`config.mk`:
```
export PLATFORM = sky130hd
export DESIGN_NAME = fire_sequencer
export DESIGN_NICKNAME = d
export VERILOG_FILES = /design/src/rtl/fire_sequencer.sv
export SDC_FILE = /design/constraint.sdc
export NUM_CORES = 1
export LEC_CHECK = 0
export BUFFER_PORTS_ARGS = -buffer_cell sky130_fd_sc_hd__buf_2
export CAP_MARGIN = 20
export CORE_MARGIN = 8
export CORE_UTILIZATION = 45
export CTS_CLUSTER_DIAMETER = 200
export DETAILED_ROUTE_END_ITERATION = 8
export GPL_ROUTABILITY_DRIVEN = 0
export PLACE_DENSITY = 0.67
export SETUP_SLACK_MARGIN = 0.4
export SLEW_MARGIN = 20
export SYNTH_ARGS = -nofsm -noshare
export SYNTH_HDL_FRONTEND = slang
export SYNTH_SLANG_ARGS = --single-unit
```
`constraint.sdc`:
```
create_clock -name clk -period 4.8 [get_ports clk]
set_input_delay 0.24 -clock clk [delete_from_list [all_inputs] [get_ports clk]]
set_output_delay 0.24 -clock clk [all_outputs]
set_load 0.01 [all_outputs]
```
`src/rtl/fire_sequencer.sv`:
```
// Fire-column hazard sequencer: OFF -> RISE -> HOLD -> FALL eruption cycle, one step per frame tick.
// Optional macro FIRE_COLLIDE_EN adds player box inputs and a registered overlap output (hit).
module fire_sequencer #(
  parameter int RISE_PX     = 120,
  parameter int STEP_PX     = 4,
  parameter int HOLD_FRAMES = 60,
  parameter int OFF_FRAMES  = 90,
  parameter int ANIM_DIV    = 8
) (
  input  logic       clk,
  input  logic       rst,
  input  logic       frame_tick,
  input  logic       enable,
  input  logic [9:0] base_x,
  input  logic [8:0] base_y,
`ifdef FIRE_COLLIDE_EN
  input  logic [9:0] player_x,
  input  logic [8:0] player_y,
  input  logic [9:0] player_w,
  input  logic [8:0] player_h,
  output logic       hit,
`endif
  output logic [9:0] posx,
  output logic [8:0] posy,
  output logic       animation_state,
  output logic       isplay,
  output logic       cycle_done
);

  // state     | meaning
  // ST_OFF    | hidden, counting OFF_FRAMES ticks before the next eruption
  // ST_RISE   | visible, offset climbs by STEP_PX per tick up to RISE_PX
  // ST_HOLD   | visible at full height for HOLD_FRAMES ticks
  // ST_FALL   | visible, offset drops by STEP_PX per tick back to 0
  typedef enum logic [1:0] {ST_OFF, ST_RISE, ST_HOLD, ST_FALL} state_t;

  localparam int MAX_FR = (HOLD_FRAMES > OFF_FRAMES) ? HOLD_FRAMES : OFF_FRAMES;
  localparam int TW     = (MAX_FR > 1) ? $clog2(MAX_FR) : 1;
  localparam int AW     = (ANIM_DIV > 1) ? $clog2(ANIM_DIV) : 1;

  localparam logic [TW-1:0] OFF_LAST  = TW'(OFF_FRAMES - 1);
  localparam logic [TW-1:0] HOLD_LAST = TW'(HOLD_FRAMES - 1);
  localparam logic [AW-1:0] ANIM_LAST = AW'(ANIM_DIV - 1);
  localparam logic [7:0]    RISE8     = 8'(RISE_PX);
  localparam logic [7:0]    STEP8     = 8'(STEP_PX);
  localparam logic [8:0]    RISE9     = 9'(RISE_PX);
  localparam logic [8:0]    STEP9     = 9'(STEP_PX);

  state_t        state;
  logic [7:0]    offset;
  logic [TW-1:0] timer;
  logic [AW-1:0] anim_cnt;

  always_ff @(posedge clk) begin
    if (rst) begin
      state           <= ST_OFF;
      offset          <= '0;
      timer           <= '0;
      anim_cnt        <= '0;
      posx            <= '0;
      posy            <= '0;
      animation_state <= 1'b0;
      isplay          <= 1'b0;
      cycle_done      <= 1'b0;
    end else begin
      cycle_done <= 1'b0;
      posx       <= base_x;
      posy       <= (base_y > {1'b0, offset}) ? (base_y - {1'b0, offset}) : 9'd0;
      isplay     <= (state != ST_OFF);

      if (!enable) begin
        state           <= ST_OFF;
        offset          <= '0;
        timer           <= '0;
        anim_cnt        <= '0;
        animation_state <= 1'b0;
      end else if (frame_tick) begin
        if (state != ST_OFF) begin
          if (anim_cnt == ANIM_LAST) begin
            anim_cnt        <= '0;
            animation_state <= ~animation_state;
          end else begin
            anim_cnt <= anim_cnt + AW'(1);
          end
        end

        unique case (state)
          ST_OFF: begin
            if (timer == OFF_LAST) begin
              timer <= '0;
              state <= ST_RISE;
            end else begin
              timer <= timer + TW'(1);
            end
          end
          ST_RISE: begin
            if (({1'b0, offset} + STEP9) >= RISE9) begin
              offset <= RISE8;
              timer  <= '0;
              state  <= ST_HOLD;
            end else begin
              offset <= offset + STEP8;
            end
          end
          ST_HOLD: begin
            if (timer == HOLD_LAST) begin
              timer <= '0;
              state <= ST_FALL;
            end else begin
              timer <= timer + TW'(1);
            end
          end
          ST_FALL: begin
            // Landing overrides the animation update above so OFF always starts at phase 0.
            if ({1'b0, offset} <= STEP9) begin
              offset          <= '0;
              timer           <= '0;
              state           <= ST_OFF;
              anim_cnt        <= '0;
              animation_state <= 1'b0;
              cycle_done      <= 1'b1;
            end else begin
              offset <= offset - STEP8;
            end
          end
        endcase
      end
    end
  end

`ifdef FIRE_COLLIDE_EN
  // Column box is 72 x 177 at (posx, posy); all intervals half-open, widened to avoid wrap.
  logic overlap;

  always_comb begin
    overlap = ({1'b0, player_x} < ({1'b0, posx} + 11'd72)) &&
              ({1'b0, posx} < ({1'b0, player_x} + {1'b0, player_w})) &&
              ({1'b0, player_y} < ({1'b0, posy} + 10'd177)) &&
              ({1'b0, posy} < ({1'b0, player_y} + {1'b0, player_h}));
  end

  always_ff @(posedge clk) begin
    if (rst) hit <= 1'b0;
    else     hit <= isplay && overlap;
  end
`endif

endmodule

```
==> results of run 1 <==
logic make-up after synthesis:
logic type,after synthesis,synth area share [%]
buffers and inverters,26,4.560
AO/OA/AOI/OAI,74,22.10
AND/OR/NAND/NOR,112,26.13
adder cells (fa/ha/maj),19,10.19
multiplexers,2,0.8584
flip-flops,40,34.33
other,2,0.3220
XOR/XNOR,4,1.502
worst register-to-register path, stage by stage (launching register included):
cell       delay [ps]
dfxtp_1           500
inv_1             170
ha_1              380
o21a_1            200
o21ai_1           260
a2111oi_0         160
nor3_1            770
nor4b_1           130
state kept, by name (all words and copies together), names as in the netlist:
register / flops
posx: 10
posy: 9
timer: 7
offset: 6
anim_cnt: 3
state: 2
animation_state: 1
cycle_done: 1
isplay: 1
metal layers:
layer	global-route usage [%]	up-vias	part of all wire (%)
li1	-	1111	-
met1	18.51	971	44
met2	24.97	58	49
met3	3.752	8	6.1
met4	5.469	0	1.3
met5	0	-	0
where the power goes:
group	leakage, nW	internal, mW	switching [mW]
registers	0.328	0.343	0.00296
clock network	0.0583	0.157	0.126
logic	0.698	0.0317	0.0413
Yosys cell counts (all sizes together), types with 4 or more instances:
| cell | count |
|---|---|
| inv | 18 |
| nor2b | 16 |
| clkbuf | 6 |
| nand3b | 4 |
| ha | 19 |
| a21oi | 16 |
| o211ai | 4 |
| nand3 | 6 |
| nor4 | 6 |
| nand2 | 23 |
| o21ai | 18 |
| dfxtp | 40 |
| nor3 | 15 |
| o31ai | 4 |
| nor2 | 15 |
| a31oi | 5 |
| nand4 | 7 |
per-stage QoR:
step	std cells	instance area, sq um
floorplan	279	2332
global placement	385	2601
detailed placement	385	2601
CTS	393	2718
global route	393	2718
finish	393	2718
worst min path at each step:
stage	start	end	slack, ps	cells past startpoint
after detailed placement	anim_cnt[1]	anim_cnt[1]	450	2
after global routing	base_x[7]	posx[7]	150	2
final	base_x[2]	posx[2]	150	2
after floorplan	rst	posx[4]	310	1
after global placement	base_x[4]	posx[4]	450	2
after CTS	base_x[2]	posx[2]	140	2
layout make-up:
class                      instances  share of cell area, %
inverter                          18                  2.486
sequential                        40                  29.47
multi-input combinational        213                  52.44
tap                               70                  3.223
clock buffer                       5                  2.532
clock inverter                     3                  1.750
timing repair buffer              44                  8.103
==> results.toml, run 1 <==
[floorplanning]
die_y_um = 87.99
dieWidth_um = 87.99
die_area_sq_mm = 0.007742
core_sq_mm = 0.005042
initial_core_util_pct = 46.25
rows = 26
io_pins = 45

[setup_path]
path_cells = "inv_1 -> ha_1 -> o21a_1 -> o21ai_1 -> a2111oi_0 -> nor3_1 -> nor4b_1"
cpPeakStageDelay_ps = 770
r2r_slack_ps = 2090
cp_top_family = "simple AND/OR/NAND/NOR gates"
startpoint_type = "flip-flop"
crit_path_start = "offset[2]"
cp.arrival_ps = 2860
cp.required_ps = 4940
reg2reg_depth = 7
crit_slowest_cell = "nor3_1"
cp_num_buf_inv = 1
r2r-start = "offset[2]"
cp_max_fo = 9
cp.depth = 7
r2r-end = "posy[6]"
endpoint_kind = "flip-flop"
crit_path_end = "posy[6]"
worstSetupPathType = "flip-flop to flip-flop"

[clock_tree]
htreeDepth = 2
cts_tree = "yes"
cts_root_buf = "clkbuf_8"
cts_buffer_depth = 2
cts_buffers = 5
path_clk_slew_ps = 80
worstSkewPairLatency_ps = 300
cts_post_setup_buffers_inserted = 0
cts_hold_buf = 0
cts_sinks = 40
ctsResizeCount = 0

[placement]
dp_hpwl_um = 4225
pre_cts_slack_ps = 2105
io_buffers = 44

[sta]
fin_hold_ws_ps = 148.6
grt_setup_unrepaired = "false"
relSlewSlack_pct = 38.80
finalSetupViolCount = 0
worst_slack_ps = 2086
report.final.hold_viol_count = 0
fmax_mhz = 368.5
setup_tns_ps = 0
finalCriticalPeriod_ps = 2714
slew_viol_final = 0
fin_crit_sh_pct = 56.54
tightest_slew_ps = 910.9
clock_skew_ps = 4.078

[power]
peakVddDrop_uv = 123.1
p_per_area_mw_per_mm2 = 258.3
p_total_uw = 702.0
p_leak_nw = 1.084

[drt]
wl_per_cell_um = 14.38
firstDrtPassIters = 4
wirelength_um = 5651
ant_nets = 0
drc_errors = 0
vias_per_cell = 5.466
routed-via-count = 2148
drtIter0Drc = 104

[logic_synthesis]
ys_warn_count = 0
synth_edf_count = 0
syn-num-nets = 321
synth_seq_area_share_pct = 34.33
synthCells = 279
synth_flop_cell = "dfxtp_1"
netlist_area_sq_mm = 0.002332
async_flop_share_pct = 0
syn_avg_cell_area_sq_um = 8.359
synth_largest_area_cell = "dfxtp_1"
synth.top_cell.area_share_pct = 34.33
synth_seq_cells = 40
ys_types = 56
synth.area.top_cells = "dfxtp_1 34%, ha_1 10%, nor2b_1 4.3%"

[job]
max_cap_viol_count = 0

[global_routing]
antenna_found_initial = 0
overflow = 0
grt_max_degree = 17
gr-usage-all-layers_pct = 15.15
grt_pass1_wl_um = 9397
grt_pass1_vias = 1988

[cells_and_area]
n_antenna_cell = 0
register_area_sq_um = 800.8
layout.nets = 364
fill_cells = 481
final_common_cell = "buf_2"
final_cell_mix = "44 x buf_2, 40 x dfxtp_1, 23 x nand2_1, 19 x ha_1, 17 x inv_1"
area_growth_pct = 16.52
post_route_cells_drive_above_1_share_pct = 17.34
final_util_pct = 53.90
multi_input_area_sq_mm = 0.001425

[outcome]
outcome = "complete, no violations"

[min_path]
hold_path_class = "input port to flip-flop"
Power figures use the tool's default switching activity.
==> run 2: changes to the inputs <==
clock period = 2.7 ns   (was 4.8 ns; I/O delays follow)
==> results.toml, run 2 (same netlist as run 1, synthesis figures left out) <==
[sta]
slew_viol_final = 0
relSlewSlack_pct = 62.69
tightest_slew_ps = 552.5
grt_setup_unrepaired = "false"
clock_skew_ps = 5.744
worst_slack_ps = 467.7
finalSetupViolCount = 0
fmax_mhz = 448.0
fin_hold_ws_ps = 38.48
fin_crit_sh_pct = 82.68
finalCriticalPeriod_ps = 2232
report.final.hold_viol_count = 0
setup_tns_ps = 0

[drt]
firstDrtPassIters = 4
ant_nets = 0
drc_errors = 0
wl_per_cell_um = 14.07
drtIter0Drc = 94
routed-via-count = 2196
wirelength_um = 5641
vias_per_cell = 5.476

[floorplanning]
rows = 26
die_area_sq_mm = 0.007742
initial_core_util_pct = 46.25
core_sq_mm = 0.005042
dieWidth_um = 87.99
io_pins = 45
die_y_um = 87.99

[placement]
pre_cts_slack_ps = 320.5
dp_hpwl_um = 4224
io_buffers = 44

[cells_and_area]
n_antenna_cell = 0
final_cell_mix = "44 x buf_2, 35 x dfxtp_1, 23 x nand2_1"
area_growth_pct = 21.46
largest_reg_flops = 10
final_util_pct = 56.18
regMostFlops = "posx"
final_common_cell = "buf_2"
layout.nets = 372
reg_top3 = "posx x10, posy x9, timer x7"
post_route_cells_drive_above_1_share_pct = 23.26

[clock_tree]
cts_tree = "yes"
cts_sinks = 40
htreeDepth = 2
path_clk_slew_ps = 90
worstSkewPairLatency_ps = 300
cts_hold_buf = 0
cts_buffers = 5
cts_root_buf = "clkbuf_8"
cts_buffer_depth = 2

[setup_path]
endpoint_kind = "flip-flop"
startpoint_type = "flip-flop"
crit_path_start = "offset[2]"
r2r-start = "offset[2]"
cp_max_fo = 8
cp.arrival_ps = 2460
worstSetupPathType = "flip-flop to flip-flop"
cp.required_ps = 2930

[min_path]
hold_start = "base_x[8]"
hold_path_class = "input port to flip-flop"

[job]
max_cap_viol_count = 0

[power]
p_total_mw = 1.264
p_leak_nw = 1.117
peakVddDrop_uv = 253.0
p_per_area_mw_per_mm2 = 446.2

[global_routing]
grt_pass1_vias = 2114
antenna_found_initial = 0
grt_pass1_wl_um = 9404
overflow = 0
gr-usage-all-layers_pct = 15.01
grt_max_degree = 17

[outcome]
outcome = "complete, no violations"
-- run 2: cell types whose count changed in the layout (fill, tap and decap cells not counted), moves of 2 or more --
cell | previous run | this run
dfxtp_4 | 0 | 2
clkinvlp_4 | 0 | 2
dfxtp_1 | 40 | 35
clkinv_4 | 2 | 0
buf_4 | 0 | 8
ha_4 | 0 | 2
dfxtp_2 | 0 | 3
ha_1 | 19 | 16
-- run 2: path summary, 6_finish.rpt --
path,to,depth (start not counted),slack [ps]
worst min register to register,anim_cnt[1],2,460
worst max register to register,timer[1],7,470
worst min-delay path,posx[8],2,40
worst max-delay path,timer[1],7,470
-- run 2: critical path, stage by stage (launching register included) --
cell and delay (ps):
dfxtp_4 390, clkinvlp_4 170, ha_4 330, o21ai_1 100, o21a_1 200, o211a_2 290, or4_4 530, a21oi_2 140
-- run 2: layout make-up --
cell class | instances | area (sq um)
fillers | 452 | 2210
multi-input cells | 213 | 1466
flip-flops and latches | 40 | 812.0
repair buffers | 52 | 280.3
well taps | 70 | 87.58
inverters | 18 | 71.32
clock buffers | 5 | 68.82
clock inverters | 3 | 46.29
-- run 2: layer usage --
metal	GRT usage, %	share of wire (%)	vias to the layer above
li1	-	-	1131
met1	17.87	45	1004
met2	25.03	48	51
met3	3.846	5.5	10
met4	5.938	1.3	0
met5	0	0	-
-- run 2: power by group --
group | internal, mW | total [mW] | switching, mW
sequential | 0.608 | 0.614 | 0.00543
combinational | 0.0613 | 0.137 | 0.0757
clock | 0.279 | 0.513 | 0.234
total | 0.948 | 1.26 | 0.315
-- run 2: through the flow --
stage / cell area, sq um / std cells
floorplan: 2332 / 279
global placement: 2624 / 388
detailed placement: 2624 / 388
CTS: 2741 / 396
global route: 2833 / 401
finish: 2833 / 401
-- run 2: timing repair --
item,in CTS,in global routing
buffers inserted,0,5
gates resized for setup,2,14
pin swaps,0,2
endpoints found under the setup margin,9,17
